[config.mk]
export PLATFORM = sky130hd
export DESIGN_NAME = sdram_burst_traffic_gen
export DESIGN_NICKNAME = d
export VERILOG_FILES = /design/src/rtl/sdram_tg_pkg.sv /design/src/rtl/sdram_tg_pattern.sv /design/src/rtl/sdram_burst_traffic_gen.sv
export SDC_FILE = /design/constraint.sdc
export NUM_CORES = 1
export LEC_CHECK = 0
export ABC_CLOCK_PERIOD_IN_PS = 4400
export CORE_MARGIN = 5
export CORE_UTILIZATION = 50
export DETAILED_ROUTE_END_ITERATION = 8
export PLACE_DENSITY_LB_ADDON = 0.2
export SETUP_SLACK_MARGIN = 0.4
export SYNTH_ARGS = -nofsm -noshare
export SYNTH_HDL_FRONTEND = slang
export SYNTH_SLANG_ARGS = --single-unit
[constraint.sdc]
create_clock -name sys_clk -period 4.4 [get_ports sys_clk]
set_input_delay 0.66 -clock sys_clk [delete_from_list [all_inputs] [get_ports sys_clk]]
set_output_delay 0.66 -clock sys_clk [all_outputs]
set_load 0.005 [all_outputs]
[src/rtl/sdram_tg_pkg.sv]
// Shared types and constants for the SDRAM burst traffic generator.
// Holds the FSM state encoding, LFSR taps and pattern-mode encodings.
package sdram_tg_pkg;

    typedef enum logic [2:0] {
        IDLE     = 3'd0,
        FILL     = 3'd1,
        WR_REQ   = 3'd2,
        WR_WAIT  = 3'd3,
        RD_REQ   = 3'd4,
        RD_DRAIN = 3'd5,
        DONE     = 3'd6
    } tg_state_e;

    // Taps for x^16+x^14+x^13+x^11+1 as bits 15,13,12,10 of the current word.
    localparam logic [15:0] LFSR_TAPS = 16'hB400;

    localparam logic PAT_INC  = 1'b0;
    localparam logic PAT_LFSR = 1'b1;

endpackage

[src/rtl/sdram_tg_pattern.sv]
// Deterministic word generator: incrementing counter or Fibonacci LFSR.
// One instance feeds the write FIFO, a second regenerates the stream for checking.
module sdram_tg_pattern
    import sdram_tg_pkg::*;
#(
    parameter int                DATA_W  = 16,
    parameter logic [DATA_W-1:0] RST_VAL = '0
) (
    input  logic              sys_clk,
    input  logic              sys_rst,
    input  logic              load,
    input  logic              advance,
    input  logic [DATA_W-1:0] seed,
    input  logic              mode,
    output logic [DATA_W-1:0] word
);

    localparam logic [DATA_W-1:0] TAPS = DATA_W'(LFSR_TAPS);

    logic [DATA_W-1:0] word_nxt;

    always_comb begin
        if (mode == PAT_LFSR) begin
            word_nxt = {word[DATA_W-2:0], ^(word & TAPS)};
        end else begin
            word_nxt = word + DATA_W'(1);
        end
    end

    always_ff @(posedge sys_clk or posedge sys_rst) begin
        if (sys_rst) begin
            word <= RST_VAL;
        end else if (load) begin
            word <= seed;
        end else if (advance) begin
            word <= word_nxt;
        end
    end

endmodule

[src/rtl/sdram_burst_traffic_gen.sv]
// Fill / write-burst / read-burst / compare traffic generator for the SDRAM controller.
// Reports done, pass, timeout and a saturating mismatch count per pass.
module sdram_burst_traffic_gen
    import sdram_tg_pkg::*;
#(
    parameter int                BURST_LEN   = 256,
    parameter int                DATA_W      = 16,
    parameter int                CNT_W       = 10,
    parameter int                FIFO_DEPTH  = 512,
    parameter int                PATTERN     = 0,
    parameter logic [DATA_W-1:0] SEED        = 16'h0001,
    parameter int                TIMEOUT_CYC = 65535
) (
    input  logic              sys_clk,
    input  logic              sys_rst,
    input  logic              start,
    input  logic              init_end,
    output logic              wr_fifo_wr_en,
    output logic [DATA_W-1:0] wr_fifo_wr_data,
    input  logic [CNT_W-1:0]  wr_fifo_num,
    output logic              i_write_burst_en,
    output logic              i_read_burst_en,
    input  logic [CNT_W-1:0]  rd_fifo_num,
    output logic              read_valid,
    input  logic [DATA_W-1:0] rd_fifo_rd_data,
    output logic              busy,
    output logic              done,
    output logic              pass,
    output logic              timeout,
    output logic [15:0]       err_cnt,
    output tg_state_e         state_dbg
);

    localparam logic [CNT_W-1:0] FULL_LVL  = CNT_W'(FIFO_DEPTH - 1);
    localparam logic [CNT_W-1:0] LAST_IDX  = CNT_W'(BURST_LEN - 1);
    localparam logic [CNT_W-1:0] BURST_N   = CNT_W'(BURST_LEN);
    localparam logic [15:0]      WAIT_LAST = 16'(TIMEOUT_CYC - 1);
    localparam logic             MODE      = (PATTERN == 1) ? PAT_LFSR : PAT_INC;

    tg_state_e         state, state_nxt;
    logic [CNT_W-1:0]  push_cnt, issued_cnt, cmp_cnt;
    logic [15:0]       wait_cnt;
    logic [15:0]       err_cnt_nxt;
    logic              zero_seen, read_valid_q;
    logic [DATA_W-1:0] wr_word, chk_word;
    logic              stall, gen_load, cmp_en, mismatch;
    logic              last_push, last_cmp, wait_active, timeout_hit;

    assign state_dbg = state;

    sdram_tg_pattern #(.DATA_W(DATA_W), .RST_VAL(SEED)) u_wr_gen (
        .sys_clk (sys_clk),
        .sys_rst (sys_rst),
        .load    (gen_load),
        .advance (wr_fifo_wr_en),
        .seed    (SEED),
        .mode    (MODE),
        .word    (wr_word)
    );

    sdram_tg_pattern #(.DATA_W(DATA_W), .RST_VAL(SEED)) u_chk_gen (
        .sys_clk (sys_clk),
        .sys_rst (sys_rst),
        .load    (gen_load),
        .advance (cmp_en),
        .seed    (SEED),
        .mode    (MODE),
        .word    (chk_word)
    );

    always_comb begin
        stall       = (wr_fifo_num >= FULL_LVL);
        gen_load    = (state == IDLE) && start && init_end;
        cmp_en      = (state == RD_DRAIN) && read_valid_q;
        mismatch    = cmp_en && (rd_fifo_rd_data != chk_word);
        last_push   = (state == FILL) && !stall && (push_cnt == LAST_IDX);
        last_cmp    = cmp_en && (cmp_cnt == LAST_IDX);
        wait_active = ((state == FILL) && stall) || (state == WR_WAIT) || (state == RD_DRAIN);
        timeout_hit = wait_active && (wait_cnt == WAIT_LAST);
        err_cnt_nxt = (mismatch && (err_cnt != 16'hFFFF)) ? err_cnt + 16'd1 : err_cnt;
    end

    always_ff @(posedge sys_clk or posedge sys_rst) begin
        if (sys_rst) begin
            state <= IDLE;
        end else begin
            state <= state_nxt;
        end
    end

    always_comb begin
        state_nxt = state;
        case (state)
            IDLE:     if (start && init_end) state_nxt = FILL;
            FILL:     if (timeout_hit) state_nxt = DONE;
                      else if (last_push) state_nxt = WR_REQ;
            WR_REQ:   state_nxt = WR_WAIT;
            // Two consecutive empty readings absorb the FIFO count latency.
            WR_WAIT:  if (timeout_hit) state_nxt = DONE;
                      else if ((wr_fifo_num == '0) && zero_seen) state_nxt = RD_REQ;
            RD_REQ:   state_nxt = RD_DRAIN;
            RD_DRAIN: if (timeout_hit || last_cmp) state_nxt = DONE;
            DONE:     state_nxt = IDLE;
            default:  state_nxt = IDLE;
        endcase
    end

    // wr_fifo_wr_en pushes wr_fifo_wr_data at the next edge; read_valid pops and
    // rd_fifo_rd_data is compared one cycle later. Pops only while words remain.
    always_comb begin
        wr_fifo_wr_en    = 1'b0;
        i_write_burst_en = 1'b0;
        i_read_burst_en  = 1'b0;
        read_valid       = 1'b0;
        done             = 1'b0;
        busy             = (state != IDLE);
        case (state)
            FILL:     wr_fifo_wr_en = !stall;
            WR_REQ:   i_write_burst_en = 1'b1;
            RD_REQ:   i_read_burst_en = 1'b1;
            RD_DRAIN: read_valid = (issued_cnt < BURST_N) &&
                                   ((rd_fifo_num > CNT_W'(1)) ||
                                    ((rd_fifo_num == CNT_W'(1)) && !read_valid_q));
            DONE:     done = 1'b1;
            default:  ;
        endcase
        wr_fifo_wr_data = wr_fifo_wr_en ? wr_word : '0;
    end

    always_ff @(posedge sys_clk or posedge sys_rst) begin
        if (sys_rst) begin
            push_cnt     <= '0;
            issued_cnt   <= '0;
            cmp_cnt      <= '0;
            wait_cnt     <= '0;
            zero_seen    <= 1'b0;
            read_valid_q <= 1'b0;
            err_cnt      <= '0;
            pass         <= 1'b0;
            timeout      <= 1'b0;
        end else begin
            read_valid_q <= read_valid;
            zero_seen    <= (state == WR_WAIT) && (wr_fifo_num == '0);
            if (state != state_nxt) begin
                wait_cnt <= '0;
            end else if (wait_active) begin
                wait_cnt <= wait_cnt + 16'd1;
            end
            if (state == IDLE) begin
                push_cnt   <= '0;
                issued_cnt <= '0;
                cmp_cnt    <= '0;
            end else begin
                if (wr_fifo_wr_en) push_cnt   <= push_cnt + CNT_W'(1);
                if (read_valid)    issued_cnt <= issued_cnt + CNT_W'(1);
                if (cmp_en)        cmp_cnt    <= cmp_cnt + CNT_W'(1);
            end
            if (gen_load) begin
                err_cnt <= '0;
                pass    <= 1'b0;
                timeout <= 1'b0;
            end else begin
                err_cnt <= err_cnt_nxt;
                if (timeout_hit) timeout <= 1'b1;
                // Verdict lands together with the done pulse.
                if ((state_nxt == DONE) && (state != DONE)) begin
                    pass <= (err_cnt_nxt == 16'd0) && !(timeout || timeout_hit);
                end
            end
        end
    end

endmodule
==> metrics.cfg <==
[setup_path]
crit_chain = clkdlybuf4s50_1 -> or4_1 -> a2111oi_0 -> a21oi_2 -> clkdlybuf4s50_1
worstPathRequired_ns = 3.74
cpMostUsedCell = clkdlybuf4s50_1
cp_top_family = buffers and inverters
critical_path_class = in2out
endpoint_kind = primary output
start_kind = input pin
critical_path_arrival_ns = 2.77
worstPathBufferInverterCount = 2
crit_path_max_fanout = 11
critPathSlowestCell = or4_1
slowest_delay_ns = 0.51

[synthesis]
synthTopCellsByArea = dfrtp_1, xor2_1, nor2_1, xnor2_1, nand4_1
mappedNetlistArea_mm2 = 0.00557
synth_top_area_share_pct = 44.5
netlist_instances = 610
synth-async-reset-ratio_pct = 100
synth_fp_nets = 658
synth_ff_type = dfrtp_1
ys_seq_elements = 101
ys_seq_area_share_pct = 45.5
synth_edf_count = 0
yosys.area.top_type = dfrtp_1
yosys_warnings = 0
syn-mean-instance-area_um2 = 9.12
yosys.cell_types.count = 55

[clock_network]
h-tree-depth = 3
clock-sinks = 101
cts_tree = built
cts_setup_buffers = 0
clockBufferDepth = 2
clock_latency_ns = 0.36
cts_made_buffers = 9
ctsResizeCount = 0
path_clk_slew_ns = 0.09
cts_root_buf = clkbuf_8
cts_hold_buffers = 0

[floorplan]
fp.dieW_um = 116
die_h_um = 116
core_area_mm2 = 0.0109
std_cell_rows = 38
io_pins = 83
die-area_mm2 = 0.0133
initial_core_util_pct = 51.1

[placement]
dp_cells = 815
place_area_mm2 = 0.00651
gp_congestion = 0.859
dp_hpwl_um = 8800
port_buffers = 82
pre_cts_ws_ns = 0.940

[cells_and_area]
final_core_util_pct = 61.4
n_antenna_cell = 0
fin_cells = 831
nNetsFinal = 734
design_area_mm2 = 0.00668
fill_cells = 907
drive_gt1_share_pct = 5.07
syn_to_final_growth_pct = 20.1

[routing]
drt-initial-drc-count = 221
totalWireLength_um = 12200
num_vias = 4635
dr.pass1.iters = 4
drtAntennaViolNets = 0
via_per_inst = 5.58
remaining_drc_errors = 0
wire_per_inst_um = 14.7

[timing]
drv_slew = 0
min_period_ns = 3.43
finalCritPeriodShare_pct = 78.0
max-slew-margin-rel_pct = 47.1
tns_ns = 0
clock_skew_ns = 0.0144
hold_viol_final = 0
setup_slack_ns = 0.969
setup-violations-final = 0
rsz0062_at_grt = no
fmax_mhz = 291
tightest_slew_ns = 0.794

[global_routing]
grt_max_degree = 66
grt.overflow.total = 0
grt_pass1_wl_um = 21200
grt_usage_pct = 19.5
grt_pass1_vias = 4561
antenna_found_initial = 0

[outcome]
status = finished clean

[pwr]
p_per_area_mw_per_mm2 = 355
peakVddDrop_mv = 0.230
power.leakage_uw = 0.00290

[hold_path]
hold_class = reg2reg

[job]
drv_cap = 0

-- power by group --
group	internal (µW)	switching, µW	total [µW]
combinational	316	273	589
clock	206	313	519
sequential	1070	192	1260
-- flip-flops by register name (all words and copies together) (netlist names) --
register / cells
pass: 1
issued_cnt: 10
push_cnt: 10
timeout: 1
u_chk_gen.word: 16
read_valid_q: 1
err_cnt: 16
u_wr_gen.word: 16
state_dbg: 3
wait_cnt: 16
cmp_cnt: 10
zero_seen: 1
-- area by class of cell --
type                            count  area [µm²]  area share [%]
Multi-Input combinational cell    470        2880            43.0
Tap cell                          140         175            2.62
Sequential cell                   101        2530            37.9
Inverter                           15        58.8           0.880
Timing Repair Buffer               89         873            13.1
Clock buffer                       11         131            1.97
Clock inverter                      5        37.5           0.562
-- metrics by stage --
step / hold WS (ns) / power, µW
floorplan: 0.445 / 1660
global placement: 0.462 / 1840
detailed placement: 0.466 / 1870
CTS: 0.489 / 2400
global route: 0.523 / 2530
finish: 0.485 / 2370
-- cells in the final DEF, fill, tap and decap left out, types with 12 or more instances in the layout --
cell type and count:
dfrtp_1 99, and2_1 19, a21oi_1 16, and3_1 15, nand2_1 50, nor4_1 13
or3_1 12, nand4_1 33, xnor2_1 27, o21ai_0 15, inv_1 14, clkdlybuf4s50_1 82
nand3_1 24, nor3_1 17, nor2_1 103, xor2_1 66
-- per-layer routing --
layer  wire length [µm]  global-route usage [%]
met1               5440                    25.4
met5                  0                       0
met3                701                    4.65
met4                 74                    6.42
met2               6000                    32.1
-- cell usage after synthesis (2+ instances only) --
library cell,n
o31ai_1,2
xnor2_1,27
and4_1,5
ha_1,8
or3_1,12
nand2b_1,2
and3_1,15
nor3_1,18
clkbuf_1,12
nor2b_1,2
nand2_1,50
o211ai_1,2
buf_1,5
a211o_1,3
nand4_1,33
o21ai_1,2
and2_1,19
nor4_1,13
inv_1,15
dfrtp_1,99
nand3_1,24
o21ai_0,15
xor2_1,66
mux2_2,2
buf_2,5
dfstp_2,2
a21oi_1,16
nor2_1,103
or4_1,5
mux2i_1,3
-- cells by family (layout without fill, tap and decap cells) --
family,count (synthesis),after routing,synth area share [%]
buffers and inverters,39,120,2.95
adder cells (fa/ha/maj),8,8,1.80
AND/OR/NAND/NOR,311,311,28.1
multiplexers,5,5,0.944
flip-flops,101,101,45.5
AO/OA/AOI/OAI,53,53,6.09
XOR/XNOR,93,93,14.6
-- path summary, 6_finish.rpt --
| kind | start | end | slack (ns) | depth (start not counted) |
|---|---|---|---|---|
| max in group asynchronous | sys_rst | issued_cnt[2]$_DFFE_PP0P_ | 2.82 | 3 |
| min in group asynchronous | sys_rst | u_wr_gen.word[9]$_DFFE_PP0P_ | 0.78 | 2 |
| worst max register to register | state_dbg[1]$_DFF_PP0_ | wait_cnt[10]$_DFFE_PP0P_ | 1.54 | 9 |
| worst min-delay path | issued_cnt[9]$_DFFE_PP0P_ | issued_cnt[9]$_DFFE_PP0P_ | 0.49 | 1 |
| worst min register to register | issued_cnt[9]$_DFFE_PP0P_ | issued_cnt[9]$_DFFE_PP0P_ | 0.49 | 1 |
| worst max-delay path | rd_fifo_num[4] | read_valid | 0.97 | 5 |
(Power assumes the default switching activity.)
